<file path="config.mk">
export PLATFORM = sky130hd
export DESIGN_NAME = id_decode_queue
export DESIGN_NICKNAME = d
export VERILOG_FILES = /design/src/rtl/id_decode_queue_pkg.sv /design/src/rtl/id_decode_fields.sv /design/src/rtl/id_decode_queue.sv
export SDC_FILE = /design/constraint.sdc
export NUM_CORES = 1
export LEC_CHECK = 0
export CORE_UTILIZATION = 57
export CTS_CLUSTER_SIZE = 8
export DETAILED_ROUTE_END_ITERATION = 8
export GPL_TIMING_DRIVEN = 0
export PLACE_DENSITY = 0.8
export SLEW_MARGIN = 20
export SYNTH_ARGS = -nofsm -noshare
export SYNTH_HDL_FRONTEND = slang
export SYNTH_HIERARCHICAL = 1
export SYNTH_SLANG_ARGS = --single-unit
</file>
<file path="constraint.sdc">
create_clock -name clk -period 4.9 [get_ports clk]
set_clock_uncertainty 0.05 [all_clocks]
set_input_delay 0.98 -clock clk [delete_from_list [all_inputs] [get_ports clk]]
set_output_delay 0.98 -clock clk [all_outputs]
set_load 0.05 [all_outputs]
</file>
<file path="src/rtl/id_decode_queue_pkg.sv">
// id_decode_queue_pkg: MIPS opcode fields plus the class/ALU/MDU encodings shared with EX and MDU.
package id_decode_queue_pkg;
  localparam logic [5:0] OP_SPECIAL = 6'h00, OP_REGIMM = 6'h01, OP_J = 6'h02, OP_JAL = 6'h03,
    OP_BEQ = 6'h04, OP_BNE = 6'h05, OP_BLEZ = 6'h06, OP_BGTZ = 6'h07, OP_ADDI = 6'h08,
    OP_ADDIU = 6'h09, OP_SLTI = 6'h0A, OP_SLTIU = 6'h0B, OP_ANDI = 6'h0C, OP_ORI = 6'h0D,
    OP_XORI = 6'h0E, OP_LUI = 6'h0F, OP_COP0 = 6'h10, OP_SPECIAL2 = 6'h1C, OP_LB = 6'h20,
    OP_LH = 6'h21, OP_LW = 6'h23, OP_LBU = 6'h24, OP_LHU = 6'h25, OP_SB = 6'h28, OP_SH = 6'h29,
    OP_SW = 6'h2B;
  localparam logic [5:0] TAIL_SLL = 6'h00, TAIL_SRL = 6'h02, TAIL_SRA = 6'h03, TAIL_SLLV = 6'h04,
    TAIL_SRLV = 6'h06, TAIL_SRAV = 6'h07, TAIL_JR = 6'h08, TAIL_JALR = 6'h09, TAIL_MOVZ = 6'h0A,
    TAIL_MOVN = 6'h0B, TAIL_SYSCALL = 6'h0C, TAIL_MFHI = 6'h10, TAIL_MTHI = 6'h11,
    TAIL_MFLO = 6'h12, TAIL_MTLO = 6'h13, TAIL_MULT = 6'h18, TAIL_MULTU = 6'h19, TAIL_DIV = 6'h1A,
    TAIL_DIVU = 6'h1B, TAIL_ADD = 6'h20, TAIL_ADDU = 6'h21, TAIL_SUB = 6'h22, TAIL_SUBU = 6'h23,
    TAIL_AND = 6'h24, TAIL_OR = 6'h25, TAIL_XOR = 6'h26, TAIL_NOR = 6'h27, TAIL_SLT = 6'h2A,
    TAIL_SLTU = 6'h2B, TAIL_MUL = 6'h02, TAIL_CLZ = 6'h20, TAIL_CLO = 6'h21, TAIL_TLBR = 6'h01,
    TAIL_TLBWI = 6'h02, TAIL_TLBWR = 6'h06, TAIL_TLBP = 6'h08, TAIL_ERET = 6'h18;
  localparam logic [4:0] RT_BLTZ = 5'h00, RT_BGEZ = 5'h01, RT_BLTZAL = 5'h10, RT_BGEZAL = 5'h11;
  localparam logic [4:0] RS_MFC0 = 5'h00, RS_MTC0 = 5'h04;
  typedef enum logic [2:0] {
    CLASS_NOP, CLASS_ALU, CLASS_SHIFT, CLASS_MDU, CLASS_LOAD, CLASS_STORE, CLASS_BRANCH, CLASS_SYS
  } class_e;
  localparam logic [3:0] ALU_OP_ADD = 4'd0, ALU_OP_SUB = 4'd1, ALU_OP_CLZ = 4'd2, ALU_OP_CLO = 4'd3,
    ALU_OP_AND = 4'd4, ALU_OP_SLT = 4'd5, ALU_OP_OR = 4'd6, ALU_OP_SLTU = 4'd7, ALU_OP_NOR = 4'd8,
    ALU_OP_XOR = 4'd9, ALU_OP_LUI = 4'd10;
  localparam logic [3:0] MDU_OP_NONE = 4'd0, MDU_OP_DIV = 4'd1, MDU_OP_DIVU = 4'd2, MDU_OP_MUL = 4'd3,
    MDU_OP_MULT = 4'd4, MDU_OP_MULTU = 4'd5, MDU_OP_MFHI = 4'd6, MDU_OP_MFLO = 4'd7,
    MDU_OP_MTHI = 4'd8, MDU_OP_MTLO = 4'd9;
endpackage

</file>
<file path="src/rtl/id_decode_fields.sv">
// id_decode_fields: combinational decode of one instruction word into class/op/regwr/reserved fields.
module id_decode_fields
  import id_decode_queue_pkg::*;
(
  input  logic [31:0] instr_i,
  output logic [2:0]  cls_o,
  output logic [3:0]  alu_op_o,
  output logic [3:0]  mdu_op_o,
  output logic        regwr_o,
  output logic        rsvd_o
);
  logic [5:0] op, fn;
  logic [4:0] rs, rt;
  logic hit;
  assign op = instr_i[31:26];
  assign rs = instr_i[25:21];
  assign rt = instr_i[20:16];
  assign fn = instr_i[5:0];
  always_comb begin
    cls_o = CLASS_NOP;
    alu_op_o = ALU_OP_ADD;
    mdu_op_o = MDU_OP_NONE;
    regwr_o = 1'b0;
    hit = 1'b1;
    case (op)
      OP_SPECIAL: case (fn)
        TAIL_SLL, TAIL_SRL, TAIL_SRA, TAIL_SLLV, TAIL_SRLV, TAIL_SRAV: begin
          cls_o = CLASS_SHIFT;
          regwr_o = 1'b1;
        end
        TAIL_JR, TAIL_JALR: begin
          cls_o = CLASS_BRANCH;
          regwr_o = fn == TAIL_JALR;
        end
        TAIL_MOVZ, TAIL_MOVN: cls_o = CLASS_ALU;
        TAIL_SYSCALL: cls_o = CLASS_SYS;
        TAIL_MFHI, TAIL_MFLO, TAIL_MTHI, TAIL_MTLO, TAIL_MULT, TAIL_MULTU, TAIL_DIV, TAIL_DIVU: begin
          cls_o = CLASS_MDU;
          regwr_o = fn == TAIL_MFHI || fn == TAIL_MFLO;
          mdu_op_o = fn == TAIL_DIV ? MDU_OP_DIV : fn == TAIL_DIVU ? MDU_OP_DIVU :
                     fn == TAIL_MULT ? MDU_OP_MULT : fn == TAIL_MULTU ? MDU_OP_MULTU :
                     fn == TAIL_MFHI ? MDU_OP_MFHI : fn == TAIL_MFLO ? MDU_OP_MFLO :
                     fn == TAIL_MTHI ? MDU_OP_MTHI : MDU_OP_MTLO;
        end
        TAIL_ADD, TAIL_ADDU, TAIL_SUB, TAIL_SUBU, TAIL_AND, TAIL_OR, TAIL_XOR, TAIL_NOR, TAIL_SLT, TAIL_SLTU: begin
          cls_o = CLASS_ALU;
          regwr_o = 1'b1;
          alu_op_o = fn == TAIL_SUB || fn == TAIL_SUBU ? ALU_OP_SUB : fn == TAIL_AND ? ALU_OP_AND :
                     fn == TAIL_OR ? ALU_OP_OR : fn == TAIL_XOR ? ALU_OP_XOR :
                     fn == TAIL_NOR ? ALU_OP_NOR : fn == TAIL_SLT ? ALU_OP_SLT :
                     fn == TAIL_SLTU ? ALU_OP_SLTU : ALU_OP_ADD;
        end
        default: hit = 1'b0;
      endcase
      OP_REGIMM: case (rt)
        RT_BLTZ, RT_BGEZ: cls_o = CLASS_BRANCH;
        RT_BLTZAL, RT_BGEZAL: begin
          cls_o = CLASS_BRANCH;
          regwr_o = 1'b1;
        end
        default: hit = 1'b0;
      endcase
      OP_J, OP_BEQ, OP_BNE, OP_BLEZ, OP_BGTZ: cls_o = CLASS_BRANCH;
      OP_JAL: begin
        cls_o = CLASS_BRANCH;
        regwr_o = 1'b1;
      end
      OP_ADDI, OP_ADDIU, OP_SLTI, OP_SLTIU, OP_ANDI, OP_ORI, OP_XORI, OP_LUI: begin
        cls_o = CLASS_ALU;
        regwr_o = 1'b1;
        alu_op_o = op == OP_SLTI ? ALU_OP_SLT : op == OP_SLTIU ? ALU_OP_SLTU : op == OP_ANDI ? ALU_OP_AND :
                   op == OP_ORI ? ALU_OP_OR : op == OP_XORI ? ALU_OP_XOR : op == OP_LUI ? ALU_OP_LUI : ALU_OP_ADD;
      end
      OP_COP0: begin
        cls_o = CLASS_SYS;
        regwr_o = !rs[4] && rs == RS_MFC0;
        hit = rs[4] ? fn inside {TAIL_TLBR, TAIL_TLBWI, TAIL_TLBWR, TAIL_TLBP, TAIL_ERET}
                    : rs == RS_MFC0 || rs == RS_MTC0;
      end
      OP_SPECIAL2: case (fn)
        TAIL_MUL: begin
          cls_o = CLASS_MDU;
          mdu_op_o = MDU_OP_MUL;
          regwr_o = 1'b1;
        end
        TAIL_CLZ, TAIL_CLO: begin
          cls_o = CLASS_ALU;
          alu_op_o = fn == TAIL_CLZ ? ALU_OP_CLZ : ALU_OP_CLO;
          regwr_o = 1'b1;
        end
        default: hit = 1'b0;
      endcase
      OP_LB, OP_LH, OP_LW, OP_LBU, OP_LHU: begin
        cls_o = CLASS_LOAD;
        regwr_o = 1'b1;
      end
      OP_SB, OP_SH, OP_SW: cls_o = CLASS_STORE;
      default: hit = 1'b0;
    endcase
    // The all-zero word is a NOP, and unrecognised words issue as class 0 with every field cleared.
    if (!hit || instr_i == '0) begin
      cls_o = CLASS_NOP;
      alu_op_o = ALU_OP_ADD;
      mdu_op_o = MDU_OP_NONE;
      regwr_o = 1'b0;
    end
    rsvd_o = !hit && instr_i != '0;
  end
endmodule

</file>
<file path="src/rtl/id_decode_queue.sv">
// id_decode_queue: DEPTH-entry fetch-to-issue queue whose head is decoded into registered control fields.
module id_decode_queue
  import id_decode_queue_pkg::*;
#(
  parameter int DEPTH = 4,
  parameter int AW    = 32,
  parameter int CW    = $clog2(DEPTH + 1)
) (
  input  logic          clk,
  input  logic          rst_n,
  input  logic          in_valid_i,
  input  logic [AW-1:0] in_pc_i,
  input  logic [AW-1:0] in_instr_i,
  output logic          in_ready_o,
  input  logic          flush_i,
  input  logic          mdu_busy_i,
  output logic          out_valid_o,
  input  logic          out_ready_i,
  output logic [AW-1:0] out_pc_o,
  output logic [AW-1:0] out_instr_o,
  output logic [2:0]    out_class_o,
  output logic [3:0]    out_alu_op_o,
  output logic [3:0]    out_mdu_op_o,
  output logic          out_regwr_o,
  output logic          out_rsvd_o,
  output logic [CW-1:0] count_o
);
  localparam int PW = $clog2(DEPTH);
  logic [AW-1:0] pc_mem [DEPTH];
  logic [AW-1:0] instr_mem [DEPTH];
  logic [PW-1:0] rd_q, rd_d, wr_q, wr_d;
  logic [CW-1:0] count_q, count_d;
  logic in_ready_q, push, pop, byp;
  logic [AW-1:0] pc_q, instr_q, nxt_pc, nxt_instr;
  logic [2:0] cls_q, nxt_cls;
  logic [3:0] alu_q, mdu_q, nxt_alu, nxt_mdu;
  logic regwr_q, rsvd_q, nxt_regwr, nxt_rsvd;
  assign out_valid_o = count_q != '0 && !(cls_q == CLASS_MDU && mdu_busy_i);
  always_comb begin
    push = in_valid_i && in_ready_q && !flush_i;
    pop = out_valid_o && out_ready_i && !flush_i;
    wr_d = flush_i ? '0 : !push ? wr_q : wr_q == PW'(DEPTH - 1) ? '0 : wr_q + PW'(1);
    rd_d = flush_i ? '0 : !pop ? rd_q : rd_q == PW'(DEPTH - 1) ? '0 : rd_q + PW'(1);
    count_d = flush_i ? '0 : count_q + CW'(push) - CW'(pop);
    // An entry landing in the slot that becomes the head bypasses storage so it shows one edge later.
    byp = push && wr_q == rd_d;
    nxt_pc = byp ? in_pc_i : pc_mem[rd_d];
    nxt_instr = byp ? in_instr_i : instr_mem[rd_d];
  end
  id_decode_fields u_fields (
    .instr_i (nxt_instr[31:0]),
    .cls_o   (nxt_cls),
    .alu_op_o(nxt_alu),
    .mdu_op_o(nxt_mdu),
    .regwr_o (nxt_regwr),
    .rsvd_o  (nxt_rsvd)
  );
  always_ff @(posedge clk) begin
    if (!rst_n) begin
      rd_q <= '0;
      wr_q <= '0;
      count_q <= '0;
      in_ready_q <= 1'b0;
      pc_q <= '0;
      instr_q <= '0;
      cls_q <= '0;
      alu_q <= '0;
      mdu_q <= '0;
      regwr_q <= 1'b0;
      rsvd_q <= 1'b0;
    end else begin
      rd_q <= rd_d;
      wr_q <= wr_d;
      count_q <= count_d;
      in_ready_q <= count_d < CW'(DEPTH);
      if (count_d != '0) begin
        pc_q <= nxt_pc;
        instr_q <= nxt_instr;
        cls_q <= nxt_cls;
        alu_q <= nxt_alu;
        mdu_q <= nxt_mdu;
        regwr_q <= nxt_regwr;
        rsvd_q <= nxt_rsvd;
      end
    end
  end
  always_ff @(posedge clk) begin
    if (push) begin
      pc_mem[wr_q] <= in_pc_i;
      instr_mem[wr_q] <= in_instr_i;
    end
  end
  assign in_ready_o = in_ready_q;
  assign count_o = count_q;
  assign out_pc_o = pc_q;
  assign out_instr_o = instr_q;
  assign out_class_o = cls_q;
  assign out_alu_op_o = alu_q;
  assign out_mdu_op_o = mdu_q;
  assign out_regwr_o = regwr_q;
  assign out_rsvd_o = rsvd_q;
endmodule

</file>
==> impl_metrics.toml <==
[layout]
final_core_util = 0.7296
fin_cells = 1740
final_common_cell = "edfxtp_1"
final_area_sq_um = 17800
final_cell_mix = "edfxtp_1, nand2_1, clkdlybuf4s50_1"
area_growth_syn_to_layout_pct = 25.21
drive_gt1_frac = 0.1173
n_fill_cell = 1639
final_nets = 1455

[power]
power_density_nw_per_um2 = 384.6
switching_share = 0.2358
combPwrFrac = 0.089
switchingPower_mw = 1.613
power_frac_clock = 0.445
p_leak_nw = 6.141
vdd.ir_drop.worst_v = 0.0002715
pwr-share-seq = 0.466
internal_power_mw = 5.230

[sta]
final-hold-violation-count = 0
holdWs_ns = 0.4195
finalMaxSlewViolations = 0
fin_crit_ns = 4.761
finalSetupViolations = 0
max_freq_ghz = 0.2101
finalCritPeriodShare = 0.9715
tightest_slew_ns = 0.5857
maxSlewHeadroom = 0.6083

[floorplan]
die-area_sq_um = 25570
rows = 57
initial_utilization = 0.5827
die_h_um = 159.9
io_pins = 152
coreArea_sq_um = 24390
die_x_um = 159.9

[routing]
drtIter0Drc = 1163
vias = 10820
wl_per_cell_um = 22.11
avgViaCountPerCell = 6.221
drt_first_pass_iters = 6
remaining_drc_errors = 0
wl_um = 38470
final_antenna_net_count = 0

[critical_path]
worstSetupStartpointType = "input port"
cp-end-kind = "register"
critPathArrivalTime_ns = 5.19
cp_data_required_time_ns = 5.33
path_class = "in -> reg"
cp_max_fo = 10

[place]
placed_area_sq_um = 16250
numPlacedInstances = 1650
gp_congestion = 0.8745
hpwlAfterDp_um = 24190
port_buffers = 151

[yosys]
ys_seq_area_frac = 0.6606
synth_edf_count = 256
yosys.area_share.adder = 0.007571
ys_types = 64
synth-compound-area-share = 0.1700
synth_simple_gate_area_share = 0.1090
synth-seq-cells = 341
yosys-mux-area-fraction = 0.01171
avgSynthCellArea_sq_um = 12.14
async_reset_ff_frac = 0
synth_nets = 1249
yosys_warnings = 6
synthXorXnorAreaFrac = 0.002817
synthCells = 1171
synth_top_family_by_area = "compound AO/OA/AOI/OAI gates"
netlist_area_sq_um = 14210
synth_ff_type = "edfxtp_1"

[clock_tree]
cts_sinks = 341
root_buffer = "clkbuf_16"
cts_tree = "built"
cts_max_level = 2
clk_path_buf_depth = 3
clk_pin_slew_ns = 0.05
hold_buffers = 0
insertion_delay_ns = 0.55
cts_made_buffers = 48

[outcome]
status = "finished clean"

[global_route]
grt_pass1_wl_um = 59090
track_usage = 0.2993
grt_antenna_before_repair = 1
overflow = 0
grt_max_degree = 49
first_global_vias = 10880

[worst_hold_path]
hp-class = "reg -> reg"

[run]
cap_violations = 0
[critical path: stages]
cell	delay, ns
clkdlybuf4s50_1	0.41
and4b_1	0.19
buf_2	0.18
nor3_4	0.24
mux2_2	0.37
buf_2	0.21
buf_4	0.22
a21oi_1	0.20
a32o_1	0.20
o21ai_1	0.15
or4_4	0.56
or3_1	0.32
buf_2	0.17
nor4b_2	0.27
a211oi_1	0.09
a31oi_1	0.23
mux2i_1	0.10
nor2b_1	0.10
[power by group through the flow]
stage	combinational, mW	clock, mW	sequential [mW]
finish	0.609	3.04	3.19
global route	0.641	3.19	3.19
CTS	0.595	3.06	3.19
detailed placement	0.586	0	3.25
global placement	0.572	0	3.25
floorplan	0.222	0	3.36
[metal layers]
metal  global-route usage  up-vias  wire [um]
met1               0.3822     5267      15120
met5                    0        -          0
li1                     -     4871          -
met4               0.1251        0       1360
met3              0.05610      102       3382
met2               0.5042      584      18600
[state kept, by name, summed over array words and instances, names as in the netlist]
name          flops
out_pc_o         32
instr_mem       128
rd_q              2
out_mdu_op_o      4
wr_q              2
in_ready_o        1
out_rsvd_o        1
out_class_o       3
out_instr_o      32
pc_mem          128
count_o           3
out_alu_op_o      4
out_regwr_o       1
[through the flow]
step	TNS (ns)	total power, mW	worst slack, ns
5_1_grt	-0.0002633	7.021	-0.0002633
3_5_place_dp	-27.56	3.832	-1.225
6_report	0	6.844	0.1394
4_1_cts	0	6.847	0.02000
2_1_floorplan	0	3.582	0.4507
3_3_place_gp	-74.38	3.820	-1.205
[synth_stat cells, drive strengths merged, types with 3 or more instances]
cell type | number | area (sq um)
nand2 | 238 | 893.4
buf | 61 | 364.1
nand3 | 7 | 35.03
inv | 15 | 56.30
ha | 7 | 87.58
nand2b | 9 | 56.30
a21boi | 4 | 30.03
a21oi | 78 | 409.2
edfxtp | 256 | 7687
a32oi | 64 | 560.5
mux2i | 12 | 132.6
nand4 | 5 | 31.28
o21a | 3 | 22.52
a31oi | 4 | 25.02
nor2b | 21 | 131.4
and2 | 7 | 43.79
a2111oi | 3 | 32.53
nor4 | 4 | 25.02
dfxtp | 85 | 1702
or4 | 3 | 26.27
nor2 | 24 | 92.59
nor4b | 3 | 32.53
o21ai | 112 | 560.5
clkbuf | 33 | 123.9
a32o | 63 | 630.6
o31ai | 3 | 22.52
nor3 | 17 | 107.6
[worst paths after layout]
| check | from | slack, ns | depth (start not counted) | end |
|---|---|---|---|---|
| hold reg to reg | out_pc_o[5] | 0.42 | 2 | out_pc_o[5] |
| hold / removal | out_pc_o[5] | 0.42 | 2 | out_pc_o[5] |
| setup reg to reg | out_class_o[2] | 0.64 | 17 | out_regwr_o |
| setup / recovery | mdu_busy_i | 0.14 | 18 | out_regwr_o |
[layout make-up]
| type | count | area, sq um | share of cell area |
|---|---|---|---|
| antenna | 1 | 2.502 | 0.0001406 |
| buffer | 92 | 526.8 | 0.02960 |
| clock buffer | 85 | 1350 | 0.07586 |
| clock inverter | 3 | 47.55 | 0.002672 |
| inverter | 15 | 56.30 | 0.003164 |
| multi-input combinational | 721 | 4370 | 0.2456 |
| sequential | 341 | 9389 | 0.5276 |
| tap | 324 | 405.4 | 0.02278 |
| timing repair buffer | 158 | 1648 | 0.09260 |
[cell families (layout without fill, tap and decap cells)]
kind of cell             Yosys count  count (layout)
buffers and inverters            109             353
flip-flops                       341             341
XOR/XNOR                           3               3
AND/OR/NAND/NOR                  347             347
other                              0               1
AO/OA/AOI/OAI                    349             349
adder cells (fa/ha/maj)            8               8
multiplexers                      14              14
[timing repair]
item | 4_1_cts | 5_1_grt
buffers inserted | 2 | 1
pin swaps | 0 | 2
endpoints found under the setup margin | 13 | 49
resized for setup | 15 | 45
(Power assumes the default switching activity.)
